==> src/rtl/alu_seq.sv <==
// Registered ALU for the execute stage: single-cycle logic/arithmetic ops plus
// iterative unsigned multiply (shift-add) and divide/remainder (restoring).
module alu_seq #(
    parameter int WIDTH = 32
) (
    input  logic             clk,
    input  logic             reset,
    input  logic             start,
    input  logic [WIDTH-1:0] A,
    input  logic [WIDTH-1:0] B,
    input  logic [3:0]       ALUControl_in,
    output logic             ready,
    output logic             valid_out,
    output logic [WIDTH-1:0] ALU_result,
    output logic             zero
);

    localparam int CNT_W = $clog2(WIDTH) + 1;
    localparam logic [CNT_W-1:0] LAST = CNT_W'(WIDTH - 1);

    typedef enum logic [1:0] {IDLE, BUSY, DONE} state_t;

    state_t               state;
    logic [CNT_W-1:0]     cnt;
    logic [1:0]           op_sel;   // [1]: divide, [0]: take upper half of acc
    logic [WIDTH-1:0]     opnd;     // multiplicand for MUL*, divisor for DIV*/REM*
    logic [2*WIDTH-1:0]   acc;
    logic [2*WIDTH-1:0]   acc_next;
    logic [WIDTH:0]       mul_sum;
    logic [WIDTH:0]       div_diff;

    // Returns {zero, result} for the single-cycle op set.
    function automatic logic [WIDTH:0] alu_single(input logic [3:0] op,
                                                  input logic [WIDTH-1:0] a,
                                                  input logic [WIDTH-1:0] b);
        logic lt;
        lt = (a < b);
        case (op)
            4'b0000: alu_single = {1'b0, a & b};
            4'b0001: alu_single = {1'b0, a | b};
            4'b0010: alu_single = {1'b0, a + b};
            4'b0110: alu_single = {(a == b), a - b};
            4'b0111: alu_single = {lt, {(WIDTH-1){1'b0}}, lt};
            4'b1100: alu_single = {1'b0, ~(a | b)};
            default: alu_single = {1'b0, a};
        endcase
    endfunction

    // Multiply keeps {partial sum, multiplier}; divide keeps {remainder, dividend/quotient}.
    always_comb begin
        mul_sum  = {1'b0, acc[2*WIDTH-1:WIDTH]} + {1'b0, (acc[0] ? opnd : {WIDTH{1'b0}})};
        div_diff = acc[2*WIDTH-1:WIDTH-1] - {1'b0, opnd};
        acc_next = acc;
        if (op_sel[1]) begin
            if (div_diff[WIDTH])
                acc_next = {acc[2*WIDTH-2:0], 1'b0};
            else
                acc_next = {div_diff[WIDTH-1:0], acc[WIDTH-2:0], 1'b1};
        end else begin
            acc_next = {mul_sum, acc[WIDTH-1:1]};
        end
    end

    always_ff @(posedge clk or posedge reset) begin
        if (reset) begin
            state      <= IDLE;
            ready      <= 1'b1;
            valid_out  <= 1'b0;
            ALU_result <= '0;
            zero       <= 1'b0;
            cnt        <= '0;
            op_sel     <= '0;
            opnd       <= '0;
            acc        <= '0;
        end else begin
            valid_out <= 1'b0;
            case (state)
                IDLE: begin
                    if (start) begin
                        ready <= 1'b0;
                        if (ALUControl_in[3:2] == 2'b10) begin
                            op_sel <= ALUControl_in[1:0];
                            opnd   <= ALUControl_in[1] ? B : A;
                            acc    <= {{WIDTH{1'b0}}, (ALUControl_in[1] ? A : B)};
                            cnt    <= '0;
                            state  <= BUSY;
                        end else begin
                            {zero, ALU_result} <= alu_single(ALUControl_in, A, B);
                            valid_out          <= 1'b1;
                            state              <= DONE;
                        end
                    end
                end
                BUSY: begin
                    acc <= acc_next;
                    cnt <= cnt + 1'b1;
                    if (cnt == LAST) begin
                        ALU_result <= op_sel[0] ? acc_next[2*WIDTH-1:WIDTH]
                                                : acc_next[WIDTH-1:0];
                        zero       <= 1'b0;
                        valid_out  <= 1'b1;
                        state      <= DONE;
                    end
                end
                DONE: begin
                    ready <= 1'b1;
                    state <= IDLE;
                end
                default: begin
                    ready <= 1'b1;
                    state <= IDLE;
                end
            endcase
        end
    end

endmodule

==> config.mk <==
export PLATFORM = sky130hd
export DESIGN_NAME = alu_seq
export DESIGN_NICKNAME = d
export VERILOG_FILES = /design/src/rtl/alu_seq.sv
export SDC_FILE = /design/constraint.sdc
export NUM_CORES = 1
export LEC_CHECK = 0
export CORE_ASPECT_RATIO = 0.8
export CORE_MARGIN = 10
export CORE_UTILIZATION = 25
export DETAILED_ROUTE_END_ITERATION = 8
export GPL_TIMING_DRIVEN = 0
export HOLD_SLACK_MARGIN = 0.03
export PLACE_DENSITY = 0.48
export RECOVER_POWER = 50
export SYNTH_ARGS = -nofsm -noshare
export SYNTH_HDL_FRONTEND = slang
export SYNTH_SLANG_ARGS = --single-unit
==> constraint.sdc <==
create_clock -name clk -period 12.22 [get_ports clk]
set_input_delay 2.444 -clock clk [delete_from_list [all_inputs] [get_ports clk]]
set_output_delay 2.444 -clock clk [all_outputs]
set_load 0.005 [all_outputs]
==> results of run 1 <==
-- synth_stat cells (20+ instances only) --
master,number
xnor2_1,50
o22ai_1,30
a21oi_1,206
a21o_1,41
a211oi_1,50
o21ai_0,185
clkbuf_1,116
nor2b_1,29
mux2i_1,75
nand3_1,35
o211ai_1,23
and2_1,41
dfrtp_1,140
xor2_1,28
mux2_2,34
a31oi_1,27
nor2_1,258
ha_1,171
nor3_1,42
inv_1,145
nand2_1,200
o21bai_1,20
-- sequential cells by signal (all words and copies together), names as in the netlist --
| register | count |
|---|---|
| ALU_result | 32 |
| acc | 64 |
| cnt | 6 |
| op_sel | 2 |
| opnd | 32 |
| ready | 1 |
| state | 2 |
| valid_out | 1 |
| zero | 1 |
-- cell families after synthesis --
group	count (synthesis)	synth area share, %
xor gates and xnor gates	78	4.05
adders and majority gates	175	13.2
DFF	141	20.9
buffers and inverters	294	6.79
and+or+nand+nor	707	19.1
muxes	111	6.98
AOI/OAI and AO/OA	763	29.0
-- final timing paths --
kind	slack, ps	depth (start not counted)	from	to
setup / recovery	5080	14	A[4]	ALU_result[19]$_DFFE_PP0P_
hold / removal	520	2	acc[29]$_DFFE_PP0P_	acc[29]$_DFFE_PP0P_
setup reg to reg	6770	15	acc[0]$_DFFE_PP0P_	ALU_result[27]$_DFFE_PP0P_
hold reg to reg	520	2	acc[29]$_DFFE_PP0P_	acc[29]$_DFFE_PP0P_
max in group asynchronous	7640	3	reset	ALU_result[27]$_DFFE_PP0P_
min in group asynchronous	3220	2	reset	ALU_result[3]$_DFFE_PP0P_
-- cell type report --
type / count / area (um^2)
Fill cell: 7338 / 47400
Multi-Input combinational cell: 1834 / 12200
Sequential cell: 141 / 3530
Tap cell: 913 / 1140
Timing Repair Buffer: 105 / 1070
Buffer: 149 / 602
Inverter: 145 / 546
Clock buffer: 20 / 457
Clock inverter: 11 / 166
-- metrics by stage --
step	power, W	area [um^2]	setup slack, ps
after floorplan	0.00297	16900	6000
after global placement	0.00410	19100	3610
final	0.00479	19700	5080
after global routing	0.00511	19700	4860
after CTS	0.00472	19700	5270
after detailed placement	0.00413	19100	4860
-- where the power goes --
part	switching, W	internal, W
Combinational	0.00205	0.00122
Clock	0.000229	0.000351
Sequential	0.000258	0.000684
Total	0.00254	0.00226
-- cells in the final DEF, fill, tap and decap left out, drive strengths merged, types with 11 or more instances in the layout --
| cell | netlist | final |
|---|---|---|
| nor3 | 42 | 42 |
| o221ai | 11 | 11 |
| a31oi | 27 | 27 |
| clkbuf | 116 | 136 |
| nand4 | 19 | 19 |
| nor2b | 29 | 29 |
| a211o | 15 | 15 |
| a221oi | 11 | 11 |
| o22ai | 30 | 30 |
| inv | 145 | 144 |
| or3 | 13 | 13 |
| mux2 | 34 | 34 |
| buf | 33 | 34 |
| o21bai | 20 | 20 |
| xnor2 | 50 | 50 |
| o31ai | 14 | 14 |
| a22o | 19 | 19 |
| nand2b | 13 | 13 |
| a21o | 41 | 41 |
| o21a | 18 | 18 |
| a21oi | 207 | 207 |
| ha | 171 | 171 |
| a211oi | 50 | 50 |
| nand2 | 200 | 200 |
| mux2i | 75 | 75 |
| and2 | 42 | 42 |
| dfrtp | 140 | 140 |
| clkdlybuf4s50 | 0 | 86 |
| xor2 | 28 | 28 |
| nand3 | 35 | 35 |
| dlygate4sd3 | 0 | 18 |
| nor2 | 259 | 259 |
| o21ai | 189 | 189 |
| and3 | 14 | 14 |
| o211ai | 23 | 23 |
-- per-layer routing --
layer,vias to the layer above,routed length [um],GRT usage [%]
met3,61,9330,5.83
met5,-,11,0
met4,2,925,3.02
li1,8395,-,-
met1,9378,41100,31.1
met2,951,33000,28.2
-- worst max-delay path, stage by stage --
cell and delay, ps:
clkdlybuf4s50_1 630, inv_1 80, ha_1 280, buf_2 180, nor3_1 680, o21ai_0 390
a21oi_1 310, o21ai_0 160, a2111oi_0 900, o21ai_0 420, a31oi_1 350, xnor2_1 150
a221oi_1 320, o21ai_0 150
==> key figures, run 1 <==
Cells and area
  • Final Instance Count excl. Fillers: 3318
  • Fin nets: 2639
  • Proportion of layout cells with a drive suffix above 1: 4.49%
  • Synth-to-layout area growth: 16.8%
  • Core Util, Final: 29.4%
  • ANT cells: 0

Drt
  • DR vias: 18787
  • 1st-pass router iterations: 6
  • Via-to-Cell Ratio: 5.66
  • # DRC: 0
  • Final antenna-violating net count: 0
  • Drt wl/cell: 25.4 um
  • Drt total wl: 84400 um
  • Initial drt markers: 2146

Logic synthesis
  • Cells after Synth: 2269
  • Ys async rst share: 100%
  • Cell variety after synth: 82
  • Mean Syn Cell Area: 7.44 um^2
  • Largest area contributor in the netlist: dfrtp_1
  • Seq/Total Area, Yosys: 20.9%
  • Synth Warn #: 0
  • Area contributors post-synth: dfrtp_1, ha_1, a21oi_1
  • Mapped Area: 16900 um^2
  • Area fraction of the dominant cell type after synthesis: 20.8%
  • Synth Register Bits: 141
  • EDFF count, synth: 0
  • Main synth FF type: dfrtp_1
  • Syn Nets: 2515

Global routing
  • Grt total ovfl: 0
  • First-pass GRT wire length: 121000 um
  • Initial antenna violation count: 6
  • Vias in the first global route: 17703
  • Largest net degree at the start of global routing: 90
  • GR Util All Layers: 20.5%

Clock tree
  • H-tree depth: 4
  • TritonCTS Buffers: 17
  • Post-CTS Setup Inserts: 0
  • Resized cells post-CTS: 0
  • TritonCTS clock tree: yes
  • Post-CTS Hold Buffers: 0
  • Clock buffer depth: 2
  • Clock sinks: 141
  • Worst-path clk slew: 70 ps
  • Worst-skew pair later-pin latency: 440 ps
  • Root Driver: clkbuf_16

STA
  • # setup viols final: 0
  • Slew @ Worst Pin: 2690 ps
  • Worst hold slack: 517 ps
  • Max Transition Viols Final: 53
  • Tcrit/Tclk final: 58.4%
  • Clock skew: 15.6 ps
  • Post-layout min period: 7140 ps
  • Setup TNS: 0 ps
  • RSZ-0062 raised after global routing: false
  • Fmax achieved: 0.140 GHz
  • Final Hold Vio Count: 0
  • Slew margin rel.: -80.1%

Die
  • Die Ht: 252 um
  • Die area: 78400 um^2
  • # IOs: 106
  • Num rows: 85
  • Starting Density: 25.2%
  • Horiz. Die Dim: 311 um
  • Core area: 67100 um^2

Worst setup path
  • Crit Path Class: in -> reg
  • CP Capture Type: flip-flop
  • WP data required: 12530 ps
  • Worst Path Arrival: 7450 ps
  • Critical path fanouts, max: 10
  • Worst setup SP type: input pin

Placed design
  • Routability cong.: 0.985
  • PortBufs: 104
  • Placed insts: 3287
  • HPWL Detailed: 69800 um

Pwr
  • Leak Pwr: 8.55 nW
  • Worst vdd ir: 0.0939 mV
  • PwrDens: 243 nW/um^2

Worst hold path
  • Worst Hold Class: reg -> reg

Run status
  • Violated checks: max-capacitance violations, max-slew violations
  • Status: finished with violations

Job
  • Max-cap violations: 1
No activity file was read; power rests on OpenSTA's default activity.
==> run 2, diff against run 1 <==
--- a/config.mk
+++ b/config.mk
@@ -11,7 +11,7 @@
 export DETAILED_ROUTE_END_ITERATION = 8
 export GPL_TIMING_DRIVEN = 0
 export HOLD_SLACK_MARGIN = 0.03
-export PLACE_DENSITY = 0.48
+export PLACE_DENSITY = 0.5
 export RECOVER_POWER = 50
 export SYNTH_ARGS = -nofsm -noshare
 export SYNTH_HDL_FRONTEND = slang
==> constraint.sdc (replaced) <==
create_clock -name clk -period 5.8 [get_ports clk]
set_input_delay 1.16 -clock clk [delete_from_list [all_inputs] [get_ports clk]]
set_output_delay 1.16 -clock clk [all_outputs]
set_load 0.005 [all_outputs]
==> key figures, run 2 (synthesized netlist as in run 1, its figures left out) <==
Cells and area
  • Max reg flops: 64
  • Area occupied by multi-input gates: 12200 um^2
  • Largest regs: acc: 64 flops, ALU_result: 32 flops, opnd: 32 flops
  • Reg with most FFs: acc
  • Proportion of layout cells with a drive suffix above 1: 4.61%
  • Finished Cell Area: 19700 um^2
  • Most frequent cells in the layout: nor2_1, a21oi_1, nand2_1
  • Fin nets: 2639
  • Leading cell type in the layout, fill and taps excluded: nor2_1
  • Sequential Area: 3530 um^2
  • Synth-to-layout area growth: 16.7%
  • Fill cells: 7308
  • ANT cells: 0

Die
  • # IOs: 106
  • Num rows: 85
  • Starting Density: 25.2%
  • Core area: 67100 um^2
  • Horiz. Die Dim: 311 um
  • Die area: 78400 um^2
  • Die Ht: 252 um

Clock tree
  • Worst-skew pair later-pin latency: 440 ps
  • Clock buffer depth: 2
  • Post-CTS Hold Buffers: 0
  • Clock sinks: 141
  • H-tree depth: 4
  • TritonCTS clock tree: yes
  • Root Driver: clkbuf_16
  • Worst-path clk slew: 70 ps
  • TritonCTS Buffers: 17

Worst setup path
  • CP Cell Sequence: clkdlybuf4s50_1 -> inv_1 -> ha_1 -> fa_1 -> o21ba_2 -> a211oi_1 -> or4_1 -> and2_4 -> a21oi_1 -> a21oi_1 -> a211oi_1 -> o21ai_0 -> a31oi_1 -> a221o_1
  • WP data required: 6120 ps
  • Reg2reg end: ALU_result[29]$_DFFE_PP0P_
  • Worst r2r src: acc[31]$_DFFE_PP0P_
  • Reg2Reg Setup Slack: 480 ps
  • Worst Path Arrival: 5990 ps
  • Critical path fanouts, max: 5
  • Worst setup SP type: input pin
  • Worst Setup SP: A[0]
  • Delay of the slowest cell on the worst path: 720 ps
  • Crit Path Class: in -> reg
  • Slowest CP cell: clkdlybuf4s50_1
  • CP endpoint: ALU_result[0]$_DFFE_PP0P_
  • CP Capture Type: flip-flop
  • Worst reg2reg path depth: 15

Drt
  • 1st-pass router iterations: 6
  • Initial drt markers: 2260
  • Drt total wl: 82900 um
  • # DRC: 0
  • Final antenna-violating net count: 0
  • Drt wl/cell: 25.0 um
  • Via-to-Cell Ratio: 5.63
  • DR vias: 18676

Global routing
  • Grt total ovfl: 0
  • GR Util All Layers: 20.3%
  • First-pass GRT wire length: 121000 um
  • Initial antenna violation count: 1
  • Vias in the first global route: 17816
  • Largest net degree at the start of global routing: 81

Placed design
  • HPWL Detailed: 69300 um
  • Routability cong.: 0.974
  • Area post-placement: 19100 um^2
  • PortBufs: 104

Pwr
  • Worst vdd ir: 0.227 mV
  • PwrDens: 508 nW/um^2
  • Leak Pwr: 8.53 nW

STA
  • Fmax achieved: 0.176 GHz
  • RSZ-0062 raised after global routing: false
  • Final Hold Vio Count: 0
  • Slew @ Worst Pin: 3250 ps
  • # setup viols final: 0
  • Max Transition Viols Final: 62
  • Tcrit/Tclk final: 97.8%
  • Worst hold slack: 520 ps
  • Slew margin rel.: -118%
  • Clock skew: 18.2 ps
  • Post-layout min period: 5670 ps

Run status
  • Violated checks: max-capacitance violations, max-slew violations
  • Status: finished with violations

Worst hold path
  • Worst Hold Class: reg -> reg
  • HP Start: ready$_DFFE_PP1P_

Job
  • Max-cap violations: 1
==> run 2: worst min path at each step <==
stage | endpoint | slack (ps) | cells past startpoint
global route | ready$_DFFE_PP1P_ | 540 | 1
floorplan | acc[21]$_DFFE_PP0P_ | 460 | 2
CTS | acc[28]$_DFFE_PP0P_ | 520 | 2
global placement | acc[22]$_DFFE_PP0P_ | 500 | 2
finish | ready$_DFFE_PP1P_ | 520 | 1
detailed placement | acc[28]$_DFFE_PP0P_ | 500 | 2
==> run 2: critical path, delay by kind of cell <==
family / cells / cell delay (ps)
and+or+nand+nor: 2 / 380
AOI/OAI and AO/OA: 8 / 2790
buffers and inverters: 2 / 980
adders and majority gates: 2 / 670
==> run 2: area by class of cell <==
class                   instances  share of cell area (%)
clock inverters                14                   0.826
repair buffers                105                    5.43
multi-input cells            1834                    62.0
inverters                     145                    2.77
clock buffers                  18                    2.18
well taps                     913                    5.80
plain buffers                 149                    3.06
flip-flops and latches        141                    17.9
==> run 2: metal layers <==
metal	GRT usage (%)	up-vias	wire length, um
met3	5.07	68	8570
li1	-	8389	-
met5	0	-	0
met4	2.62	0	970
met2	27.8	957	32000
met1	31.5	9262	41400
==> run 2: report_power, final <==
group | total (W) | internal [W] | switching (W)
Combinational | 0.00687 | 0.00257 | 0.00430
Clock | 0.00115 | 0.000643 | 0.000505
Sequential | 0.00199 | 0.00144 | 0.000552
==> run 2: stage by stage <==
step | utilization, % | total power, W | std cells | worst slack, ps | setup TNS, ps
after global routing | 29.3 | 0.0107 | 3319 | 11.8 | 0
after detailed placement | 28.5 | 0.00868 | 3287 | -217 | -622
after floorplan | - | 0.00625 | 2269 | 860 | 0
final | 29.3 | 0.0100 | 3319 | 130 | 0
after global placement | 28.4 | 0.00862 | 3286 | -1400 | -194560
after CTS | 29.3 | 0.00985 | 3319 | 189 | 0
==> run 2: what timing repair did <==
action	CTS	global route
setup buffers	0	0
gates resized for setup	0	2
endpoints found under the setup margin	0	3
hold endpoints to repair	0	0
==> run 3, diff against run 2 <==
--- a/config.mk
+++ b/config.mk
@@ -8,6 +8,7 @@
 export CORE_ASPECT_RATIO = 0.8
 export CORE_MARGIN = 10
 export CORE_UTILIZATION = 25
+export CTS_CLUSTER_DIAMETER = 30
 export DETAILED_ROUTE_END_ITERATION = 8
 export GPL_TIMING_DRIVEN = 0
 export HOLD_SLACK_MARGIN = 0.03
==> results of run 3 <==
Final layout, timing and power as in run 2 (identical DEF).
==> patch: new RTL, config.mk and constraints of run 1 <==
Compare `cnt` against `LAST` with >= in place of ==.
--- a/src/rtl/alu_seq.sv
+++ b/src/rtl/alu_seq.sv
@@ -94,7 +94,7 @@
                 BUSY: begin
                     acc <= acc_next;
                     cnt <= cnt + 1'b1;
-                    if (cnt == LAST) begin
+                    if (cnt >= LAST) begin
                         ALU_result <= op_sel[0] ? acc_next[2*WIDTH-1:WIDTH]
                                                 : acc_next[WIDTH-1:0];
                         zero       <= 1'b0;
Formal check against the unedited RTL: no difference found for any inputs over 4 cycles, from zero or initial values and one cycle with reset high; that may be too few to reach the edited logic, so the function may still have changed.
==> patch against run 1 <==
The flow still finishes with violations (max-capacitance violations, max-slew violations); sequential cell count unchanged; setup slack got worse by 0.24 ns; register-to-register slack better by 0.31 ns; sequential share of layout area shrank 0.30 points; via count grew 0.70%; total power is 4.9% lower; die area grew 2.2%; clock power shrank 14%; final area grew 1.7%; area after synthesis is 2.4% higher; wire length grew 0.99%; synthesized cell count fell by 0.79%; critical path type unchanged.
==> patch: results (changes against run 1) <==
Layout clock area frac=0.0266 (-0.00502); Non-clk invs=158 (+9.0%); Ys Warns=0 (unchanged); met3 Track Usage GR=0.0624 (+0.00411); failing checks=max-capacitance violations, max-slew violations; dpl cells=3281 (-0.18%); Area Growth Syn to Fin=16.0%; post-cts sizing count=0 (unchanged); Seq area share=0.176 (-0.00301); GRT Resource Usage Total=0.205 (about the same); initial antenna violation count=1 (-5); layout sequential cell count=141 (unchanged); pre-CTS setup slack=4.90 ns (+0.0434 ns); comb_multi_in=1801 (-1.8%); hpwl dp=70200 µm (+0.62%); Final Wtd Congestion=0.955 (-3.0%); met2 Use GR=0.283 (about the same); Final Max Tran Viols=57 (+7.5%); worst endpoint data arrival time=7.75 ns (+0.30 ns); Seq/Total Area, Yosys=0.204 (-0.00488); Syn Inst Count=2251 (-0.79%); num rows=86 (+1.2%); WL per Instance=25.7 µm (+1.1%); slowest stage delay, CP=0.82 ns (-0.08 ns); multi-input logic area=12500 µm² (+2.8%); ranking of synthesized cells by area=dfrtp_1, ha_1, a21oi_1, mux2i_1, nor2_1; first-pass GRT wire length=123000 µm (+2.0%); met1 Use GR=0.310 (-0.00120); DRT Wirelength=85200 µm (+0.99%); Post-synth top cells=a21oi_1, nor2_1, nand2_1; layout cells sized above 1=0.0565 (+0.0116); Slew HR=-0.865 (-0.0632); starting DRC count in detailed routing=2002 (-6.7%); vias in the first global route=17800 (+0.71%); Net Count, Synth=2497 (-0.72%); Slowest-stage cell, CP=clkbuf_1; non-clock buffer area fraction after layout=0.0846 (-0.000174); Sw Share=0.534 (+0.00436); number of CTS-inserted buffers=17 (unchanged); Nets=2622 (-0.64%); Max-Cap Viols=1 (unchanged); # Post-CTS Setup Buffers=0 (unchanged); FFs w/ async S/R, synth=1.00 (unchanged); placed standard-cell area=19500 µm² (+2.2%); Via-to-Cell Ratio=5.71 (+0.85%); sequential share of power=0.206 (+0.010); Power Combinational=0.00312 W (-5%); Layout clock buffers=25 (+25%); family with the most delay on the worst path=buffers and inverters; synth unique cells=95 (+16%); Peak supply drop=125 µV (+34%); status=finished, violations left; largest net degree at the start of global routing=86 (-4.4%); # fillers=7572 (+3.2%); input/output buffers=105 (+0.96%); Logic pwr share=0.685 (+0.002); non-clock buffer count=257 (+1.2%)
patch: cells by family after synthesis:
family                   Yosys count  synth area share
buffers and inverters            309            0.0700
adder cells (fa/ha/maj)          175             0.128
AO/OA/AOI/OAI                    843             0.330
XOR/XNOR                          67            0.0355
flip-flops                       141             0.204
multiplexers                     116            0.0699
AND/OR/NAND/NOR                  600             0.162
patch: metal layers:
metal / share of wire / wire, µm
met1: 0.49 / 41900
met2: 0.39 / 33100
met5: 0 / 0
met4: 0.010 / 869
met3: 0.11 / 9430
patch: final timing paths:
path	from	endpoint	slack (ns)	cells past startpoint
worst max-delay path	ALUControl_in[1]	zero	4.84	10
worst min-delay path	ALU_result[4]	ALU_result[4]	0.49	1
worst max register to register	acc[0]	ALU_result[25]	7.08	15
worst min register to register	ALU_result[4]	ALU_result[4]	0.49	1
max in group asynchronous	reset	ALU_result[24]	7.66	3
min in group asynchronous	reset	acc[36]	3.25	2
